--- src/rtl/bridge_pkg.sv ---
// Shared encodings for the drawbridge controller: FSM states, road light codes
// and the output bundle decoded from a state.
package bridge_pkg;

    typedef enum logic [2:0] {
        ROAD_OPEN  = 3'd0,
        ROAD_WARN  = 3'd1,
        ROAD_DRAIN = 3'd2,
        RAISING    = 3'd3,
        BRIDGE_UP  = 3'd4,
        LOWERING   = 3'd5
    } state_e;

    typedef enum logic [1:0] {
        GREEN  = 2'b00,
        YELLOW = 2'b01,
        RED    = 2'b10
    } car_light_e;

    typedef struct packed {
        logic [1:0] car_light;
        logic       boat_light;
        logic       gate_down;
        logic       motor_up;
        logic       motor_down;
    } out_s;

    // Motors only ever run in states that also hold the gate down.
    function automatic out_s decode_outputs(input state_e s);
        out_s o;
        o = '0;
        o.car_light = GREEN;
        case (s)
            ROAD_OPEN:  o.car_light = GREEN;
            ROAD_WARN:  o.car_light = YELLOW;
            ROAD_DRAIN: begin
                o.car_light = RED;
                o.gate_down = 1'b1;
            end
            RAISING: begin
                o.car_light = RED;
                o.gate_down = 1'b1;
                o.motor_up  = 1'b1;
            end
            BRIDGE_UP: begin
                o.car_light  = RED;
                o.gate_down  = 1'b1;
                o.boat_light = 1'b1;
            end
            LOWERING: begin
                o.car_light  = RED;
                o.gate_down  = 1'b1;
                o.motor_down = 1'b1;
            end
            default: o = '0;
        endcase
        return o;
    endfunction

endpackage

--- src/rtl/bridge_timer.sv ---
// Loadable down-counter that saturates at zero; zero flag is the expiry
// indication used for exact N-cycle dwells (load N-1).
module bridge_timer
#(
    parameter int TW = 8
)
(
    input  logic          Clk,
    input  logic          Reset,
    input  logic          i_load,
    input  logic [TW-1:0] i_load_val,
    output logic          o_zero
);

    logic [TW-1:0] r_cnt;

    always_ff @(posedge Clk or negedge Reset) begin
        if (!Reset)
            r_cnt <= '0;
        else if (i_load)
            r_cnt <= i_load_val;
        else if (r_cnt != '0)
            r_cnt <= r_cnt - TW'(1);
    end

    assign o_zero = (r_cnt == '0);

endmodule

--- src/rtl/bridge_controller.sv ---
// Drawbridge sequencer: warn, block, drain, raise, hold, lower, reopen, with a
// sticky occupancy alarm and a min-green hold-off between boat cycles.
module bridge_controller
    import bridge_pkg::*;
#(
    parameter int GATE_CYCLES      = 8,
    parameter int MOVE_CYCLES      = 16,
    parameter int MAX_UP_CYCLES    = 64,
    parameter int MIN_GREEN_CYCLES = 32,
    parameter int TW               = 8
)
(
    input  logic       Clk,
    input  logic       Reset,
    input  logic       i_ExistCar,
    input  logic       i_BoatReq,
    input  logic       i_BoatClear,
    output logic [1:0] o_CarLight,
    output logic       o_BoatLight,
    output logic       o_GateDown,
    output logic       o_MotorUp,
    output logic       o_MotorDown,
    output logic       o_Alarm
);

    localparam logic [TW-1:0] GATE_LD  = TW'(GATE_CYCLES - 1);
    localparam logic [TW-1:0] MOVE_LD  = TW'(MOVE_CYCLES - 1);
    localparam logic [TW-1:0] UP_LD    = TW'(MAX_UP_CYCLES - 1);
    localparam logic [TW-1:0] GREEN_LD = TW'(MIN_GREEN_CYCLES - 1);

    state_e        r_state, w_next;
    out_s          r_out;
    logic          r_alarm;
    logic          w_fault;
    logic          w_seq_load, w_seq_zero;
    logic [TW-1:0] w_seq_val;
    logic          w_mg_load, w_mg_zero;

    bridge_timer #(.TW(TW)) u_seq_timer (
        .Clk       (Clk),
        .Reset     (Reset),
        .i_load    (w_seq_load),
        .i_load_val(w_seq_val),
        .o_zero    (w_seq_zero)
    );

    bridge_timer #(.TW(TW)) u_green_timer (
        .Clk       (Clk),
        .Reset     (Reset),
        .i_load    (w_mg_load),
        .i_load_val(GREEN_LD),
        .o_zero    (w_mg_zero)
    );

    always_comb begin
        w_fault = ((r_state == RAISING) || (r_state == BRIDGE_UP)) && i_ExistCar;
        w_next  = r_state;
        case (r_state)
            ROAD_OPEN:  if (i_BoatReq && w_mg_zero) w_next = ROAD_WARN;
            ROAD_WARN:  if (w_seq_zero)             w_next = ROAD_DRAIN;
            ROAD_DRAIN: if (!i_ExistCar)            w_next = RAISING;
            RAISING: begin
                if (w_fault)         w_next = LOWERING;
                else if (w_seq_zero) w_next = BRIDGE_UP;
            end
            BRIDGE_UP:  if (w_fault || i_BoatClear || w_seq_zero) w_next = LOWERING;
            LOWERING:   if (w_seq_zero)             w_next = ROAD_OPEN;
            default:    w_next = ROAD_OPEN;
        endcase
    end

    // Every transition enters a different state, so a state change is the load strobe.
    always_comb begin
        w_seq_load = (w_next != r_state);
        w_seq_val  = '0;
        case (w_next)
            ROAD_WARN:          w_seq_val = GATE_LD;
            RAISING, LOWERING:  w_seq_val = MOVE_LD;
            BRIDGE_UP:          w_seq_val = UP_LD;
            default:            w_seq_val = '0;
        endcase
        w_mg_load = (r_state == LOWERING) && (w_next == ROAD_OPEN);
    end

    always_ff @(posedge Clk or negedge Reset) begin
        if (!Reset) begin
            r_state <= ROAD_OPEN;
            r_out   <= '0;
            r_alarm <= 1'b0;
        end else begin
            r_state <= w_next;
            r_out   <= decode_outputs(w_next);
            r_alarm <= r_alarm | w_fault;
        end
    end

    assign o_CarLight  = r_out.car_light;
    assign o_BoatLight = r_out.boat_light;
    assign o_GateDown  = r_out.gate_down;
    assign o_MotorUp   = r_out.motor_up;
    assign o_MotorDown = r_out.motor_down;
    assign o_Alarm     = r_alarm;

endmodule

--- config.mk ---
export PLATFORM = sky130hd
export DESIGN_NAME = bridge_controller
export DESIGN_NICKNAME = d
export VERILOG_FILES = /design/src/rtl/bridge_pkg.sv /design/src/rtl/bridge_timer.sv /design/src/rtl/bridge_controller.sv
export SDC_FILE = /design/constraint.sdc
export NUM_CORES = 1
export LEC_CHECK = 0
export CAP_MARGIN = 10
export CELL_PAD_IN_SITES_DETAIL_PLACEMENT = 0
export CELL_PAD_IN_SITES_GLOBAL_PLACEMENT = 1
export CORE_UTILIZATION = 46
export DETAILED_ROUTE_END_ITERATION = 6
export PLACE_DENSITY = 0.79
export SYNTH_ARGS = -nofsm -noshare
export SYNTH_HDL_FRONTEND = slang
export SYNTH_SLANG_ARGS = --single-unit
--- constraint.sdc ---
create_clock -name Clk -period 3.9 [get_ports Clk]
set_input_delay 0.585 -clock Clk [delete_from_list [all_inputs] [get_ports Clk]]
set_output_delay 0.585 -clock Clk [all_outputs]
set_load 0.03 [all_outputs]
# After elaboration in Yosys (flattened, before gate mapping)
# Cells that the tools add are included.
# word_totals
ff_bits,26
inputBits,5
# classes
add_sub_neg,2
eq_ne,11
n_mux,18
bitwise_logic,1
reduce_logical,16
# ops
operator,n
8-bit 2-to-1 mux,4
3-bit 2-to-1 mux,7
3-bit case mux with 6 select lines,1
6-bit case mux with 3 select lines,1
8-bit logical NOT,2
8-bit nonzero test,2
"8-bit by 1-bit subtractor with 8-bit output, second input constant",2
"3-bit by 2-bit == test with 1-bit output, second input constant",4
"3-bit == test, second input constant",4
"3-bit by 1-bit == test with 1-bit output, second input constant",2
3-bit logical NOT,2
1-bit 2-to-1 mux,4
2-bit case mux with 2 select lines,1
2-bit nonzero test,2
4-bit OR reduction,1
1-bit logical AND,3
1-bit logical OR,3
3-bit inequality test,1
2-bit OR reduction,1
1-bit bitwise OR,1

# Longest topological paths before layout
# logic_depth
depth_word,11
ltp_mapped,8
ltp_nobuf,8

# Cells and area by module
# A second synthesis with hierarchy kept.
# hier_totals
cells_unflattened,160
area_unflattened_um2,1503.9
# by_module_without_submodules
module,instances,cells_per_inst,area_each_um2
bridge_timer,2,54,476.7
bridge_controller,1,52,550.5

# Least setup slack after synthesis
# OpenSTA, ideal clock, no wires.
# synth_timing
path_kind,register -> register
start,reg u_seq_timer.r_cnt[0]
end,reg u_green_timer.r_cnt[1]
setup_ns,0.080
arrival_ns,1.992
slack_ns,1.828
path_stages_with_launch,7
period_less_slack_ns,2.072
path_cell_list,dfrtp_1 > inv_1 > ha_1 > or4b_4 > or4_4 > or2_4 > o211ai_2
# synth_between
elab_chain_len,7
elab_cells_between_ends,12
classes_between,mux: 7; reduce/logical: 5
# synth_lines
item,line_no,source
from (decl),bridge_timer.sv:15,logic [TW-1:0] r_cnt;
from (signal assigned),bridge_timer.sv:21,r_cnt <= i_load_val;
from (signal assigned),bridge_timer.sv:23,r_cnt <= r_cnt - TW'(1);
8-bit logical NOT (*),bridge_timer.sv:26,assign o_zero = (r_cnt == '0);
3-bit 2-to-1 mux / 1-bit logical OR (equally long branches),"bridge_controller.sv:64, bridge_controller.sv:66",
"3-bit 2-to-1 mux, on equally long branches","bridge_controller.sv:63, bridge_controller.sv:66",
3-bit case mux with 6 select lines (*),bridge_controller.sv:58,case (r_state)
3-bit logical NOT (*),bridge_controller.sv:82,w_mg_load = (r_state == LOWERING) && (w_next == ROAD_OPEN);
1-bit logical AND (*),bridge_controller.sv:82,
8-bit 2-to-1 mux / 2-bit nonzero test (equally long branches),--,
to (signal assigned),bridge_timer.sv:21,
to (signal assigned),bridge_timer.sv:23,
to (decl),bridge_timer.sv:15,
# Mark *: on every way between the ends. The rest lies on a longest branch, timed or not.
# A chain may end at the register's enable or synchronous reset.

# Final worst setup path
# layout_timing
start,reg u_seq_timer.r_cnt[0]
end,reg u_seq_timer.r_cnt[1]
# layout_between
elab_chain_len,8
elab_cells_between_ends,20
classes_between,add/sub: 1; eq/ne: 5; mux: 9; reduce/logical: 5
# layout_lines
item,line_no,source
8-bit logical NOT,bridge_timer.sv:26,
3-bit 2-to-1 mux / 1-bit logical OR (equally long branches),"bridge_controller.sv:64, bridge_controller.sv:66",
"3-bit 2-to-1 mux, on equally long branches","bridge_controller.sv:63, bridge_controller.sv:66",
3-bit case mux with 6 select lines,bridge_controller.sv:58,
3-bit == test / 3-bit by 2-bit == test with 1-bit output (equally long branches),bridge_controller.sv:76,case (w_next)
2-bit OR reduction,bridge_controller.sv:76,
6-bit case mux with 3 select lines,bridge_controller.sv:76,
8-bit 2-to-1 mux,bridge_timer.sv:20,else if (i_load)
# Several ways; a longest one is shown, not always the timed one. The select of a mux whose other input is x is not followed.

==> results.json <==
{
  "grt_pass1_wl_mm": 5.326,
  "fin_crit_sh": 0.6034,
  "clk_pin_slew_ns": 0.13,
  "synth_area_per_cell_um2": 9.705,
  "synth.area.top_cells": "dfrtp_1 43%, nor2_1 4.7%, xnor2_1 3.5%, xor2_1 2.9%, nand2_1 2.7%",
  "rsz0062_at_grt": "false",
  "critPathLaunch": "u_seq_timer.r_cnt[0]$_DFFE_PN0P_",
  "dieHeight_um": 59.37,
  "critPathMaxFanout": 8,
  "synthCells": 156,
  "timing.slew.headroom": 0.5477,
  "track_usage": 0.2016,
  "worstMarginPinSlew_ns": 0.6696,
  "viasPerCell": 5.750,
  "period_minus_slack_ns": 2.353,
  "hp-class": "register to register",
  "hold_buffers": 0,
  "cts_resized": 0,
  "grt_pass1_vias": 1103,
  "synth_top_cell_area_share": 0.4298,
  "cts_buffers": 3,
  "power_density_nw_per_um2": 817.5,
  "clock_skew_ns": 0.009824,
  "port_buffers": 11,
  "synth_edf_count": 0,
  "clockRootBuffer": "clkbuf_4",
  "synth_nets": 164,
  "synth_most_common_cell": "dfrtp_1",
  "path_class": "register to register",
  "p_total_mw": 1.426,
  "gp_congestion": 0.8463,
  "fin_tns_setup_ns": 0,
  "post_dp_cell_area_um2": 1664,
  "worstRegToRegCells": 7,
  "cts_buffer_depth": 2,
  "wl_per_cell_um": 14.29,
  "crit_path_end_kind": "register",
  "num_vias": 1219,
  "core_um2": 3078,
  "yosys-top-cells-count": "26 x dfrtp_1, 19 x nor2_1, 11 x nand2_1",
  "fin_area_um2": 1744,
  "critPathLaunchType": "register",
  "yosysTopAreaCell": "dfrtp_1",
  "n_antenna_cell": 0,
  "layout.nets": 177,
  "finalSetupViolCount": 0,
  "ys.warnings.count": 0,
  "cts_sinks": 26,
  "cts_tree": "built",
  "nFillCells": 292,
  "cts_setup_buffers": 0,
  "synth-seq-cells": 26,
  "cap_violations": 0,
  "initial_utilization": 0.4919,
  "cp.required_ns": 4.09,
  "ir_drop_uv": 387.2,
  "drc_errors": 0,
  "num_rows": 20,
  "htree_levels": 1,
  "grt_start_max_net_pins": 27,
  "grt_remaining_overflow": 0,
  "drt-total-wl_mm": 3.029,
  "drtIter0Drc": 30,
  "hold_viol": 0,
  "ios": 12,
  "drive_gt1_frac": 0.1369,
  "place_hpwl_mm": 2.238,
  "syn_area_um2": 1514,
  "ys.flop_type": "dfrtp_1",
  "critPathArrivalTime_ns": 2.54,
  "ys_types": 55,
  "first_pass_iters": 4,
  "syn2layout_area_growth_pct": 15.21,
  "max_freq_mhz": 424.9,
  "antenna_found_initial": 0,
  "rrSetupSlack_ns": 1.55,
  "outcome": "finished clean",
  "synthArstFlopShare": 1.000,
  "finalMaxSlewViolations": 0,
  "ys_seq_area_frac": 0.4298,
  "dieArea_um2": 3525,
  "reg2reg_from": "u_seq_timer.r_cnt[0]$_DFFE_PN0P_",
  "final-instance-count-excl-fill": 212,
  "worstReg2RegEnd": "u_seq_timer.r_cnt[1]$_DFFE_PN0P_",
  "ant_nets": 0,
  "die_w_um": 59.37,
  "dp.cells": 207,
  "crit_end": "u_seq_timer.r_cnt[1]$_DFFE_PN0P_",
  "clk_latency_ns": 0.32,
  "power.leakage_nw": 0.6793
}
[through the flow]
| stage | setup slack, ns | hold WS [ns] | util |
|---|---|---|---|
| 2_1_floorplan | 1.828 | 0.2894 | - |
| 3_3_place_gp | 1.565 | 0.4457 | 0.5407 |
| 3_5_place_dp | 1.550 | 0.4482 | 0.5407 |
| 4_1_cts | 1.563 | 0.4786 | 0.5577 |
| 5_1_grt | 1.328 | 0.5028 | 0.5667 |
| 6_report | 1.547 | 0.4729 | 0.5667 |
[worst min path at each step]
stage,start,cells past startpoint,end
final,o_Alarm$_DFF_PN0_,1,o_Alarm$_DFF_PN0_
after detailed placement,o_Alarm$_DFF_PN0_,1,o_Alarm$_DFF_PN0_
after floorplan,Reset,0,o_Alarm$_DFF_PN0_
after global placement,o_Alarm$_DFF_PN0_,1,o_Alarm$_DFF_PN0_
after global routing,o_Alarm$_DFF_PN0_,1,o_Alarm$_DFF_PN0_
after CTS,o_Alarm$_DFF_PN0_,1,o_Alarm$_DFF_PN0_
[cell families (layout without fill, tap and decap cells)]
group,after synthesis,after routing,share of synthesized area
and+or+nand+nor,62,62,0.2298
AOI/OAI and AO/OA,41,41,0.2116
DFF,26,26,0.4297
xor gates and xnor gates,11,11,0.06363
buffers and inverters,11,23,0.02727
adders and majority gates,3,3,0.02480
muxes,2,2,0.01322
[sequential cells by signal (all words and copies together) (netlist names)]
| register | count |
|---|---|
| o_MotorDown | 1 |
| o_Alarm | 1 |
| o_GateDown | 1 |
| o_MotorUp | 1 |
| o_BoatLight | 1 |
| u_seq_timer.r_cnt | 8 |
| o_CarLight | 2 |
| r_state | 3 |
| u_green_timer.r_cnt | 8 |
[cell type report]
class | instances | area [um^2] | area share
Clock buffer | 3 | 22.52 | 0.01291
Clock inverter | 1 | 30.03 | 0.01722
Inverter | 7 | 26.28 | 0.01506
Multi-Input combinational cell | 119 | 822.0 | 0.4713
Sequential cell | 26 | 650.6 | 0.3730
Tap cell | 44 | 55.05 | 0.03156
Timing Repair Buffer | 12 | 137.6 | 0.07891
[placed cells by master, fill, tap and decap left out, drive strengths merged, types with 2 or more instances in the layout]
master,synthesis,routed
a2111oi,2,2
a211oi,5,5
a21o,2,2
a21oi,5,5
a221oi,2,2
a31oi,2,2
a32oi,2,2
and2,2,2
clkbuf,4,3
clkdlybuf4s50,0,11
dfrtp,26,26
ha,3,3
inv,6,6
mux2i,2,2
nand2,11,11
nand3,5,5
nor2,21,21
nor3,4,4
nor4b,3,3
o211ai,2,2
o21ai,9,9
o2bb2ai,2,2
or2,2,2
or3,3,3
or4,3,3
or4b,3,3
xnor2,6,6
xor2,5,5
[worst max-delay path: stages, from the launching register on]
cell and delay [ns]:
dfrtp_1 0.45, inv_1 0.08, ha_1 0.25, or4b_4 0.54, nor2_2 0.32, nor2_1 0.09, a2111oi_0 0.35, a211oi_1 0.14
[report_power, final]
part	internal, mW	leakage (nW)	switching [mW]
clock	0.104	0.0279	0.0756
sequential	0.387	0.320	0.141
combinational	0.316	0.332	0.403
[metal layers]
metal | up-vias | part of all wire | routed length, um | GRT usage
li1 | 600 | - | - | -
met1 | 575 | 0.51 | 1541 | 0.3131
met2 | 42 | 0.44 | 1326 | 0.2793
met3 | 2 | 0.047 | 143 | 0.04803
met4 | 0 | 0.0059 | 18 | 0.04422
met5 | - | 0 | 0 | 0
No activity file was read; power rests on OpenSTA's default activity.
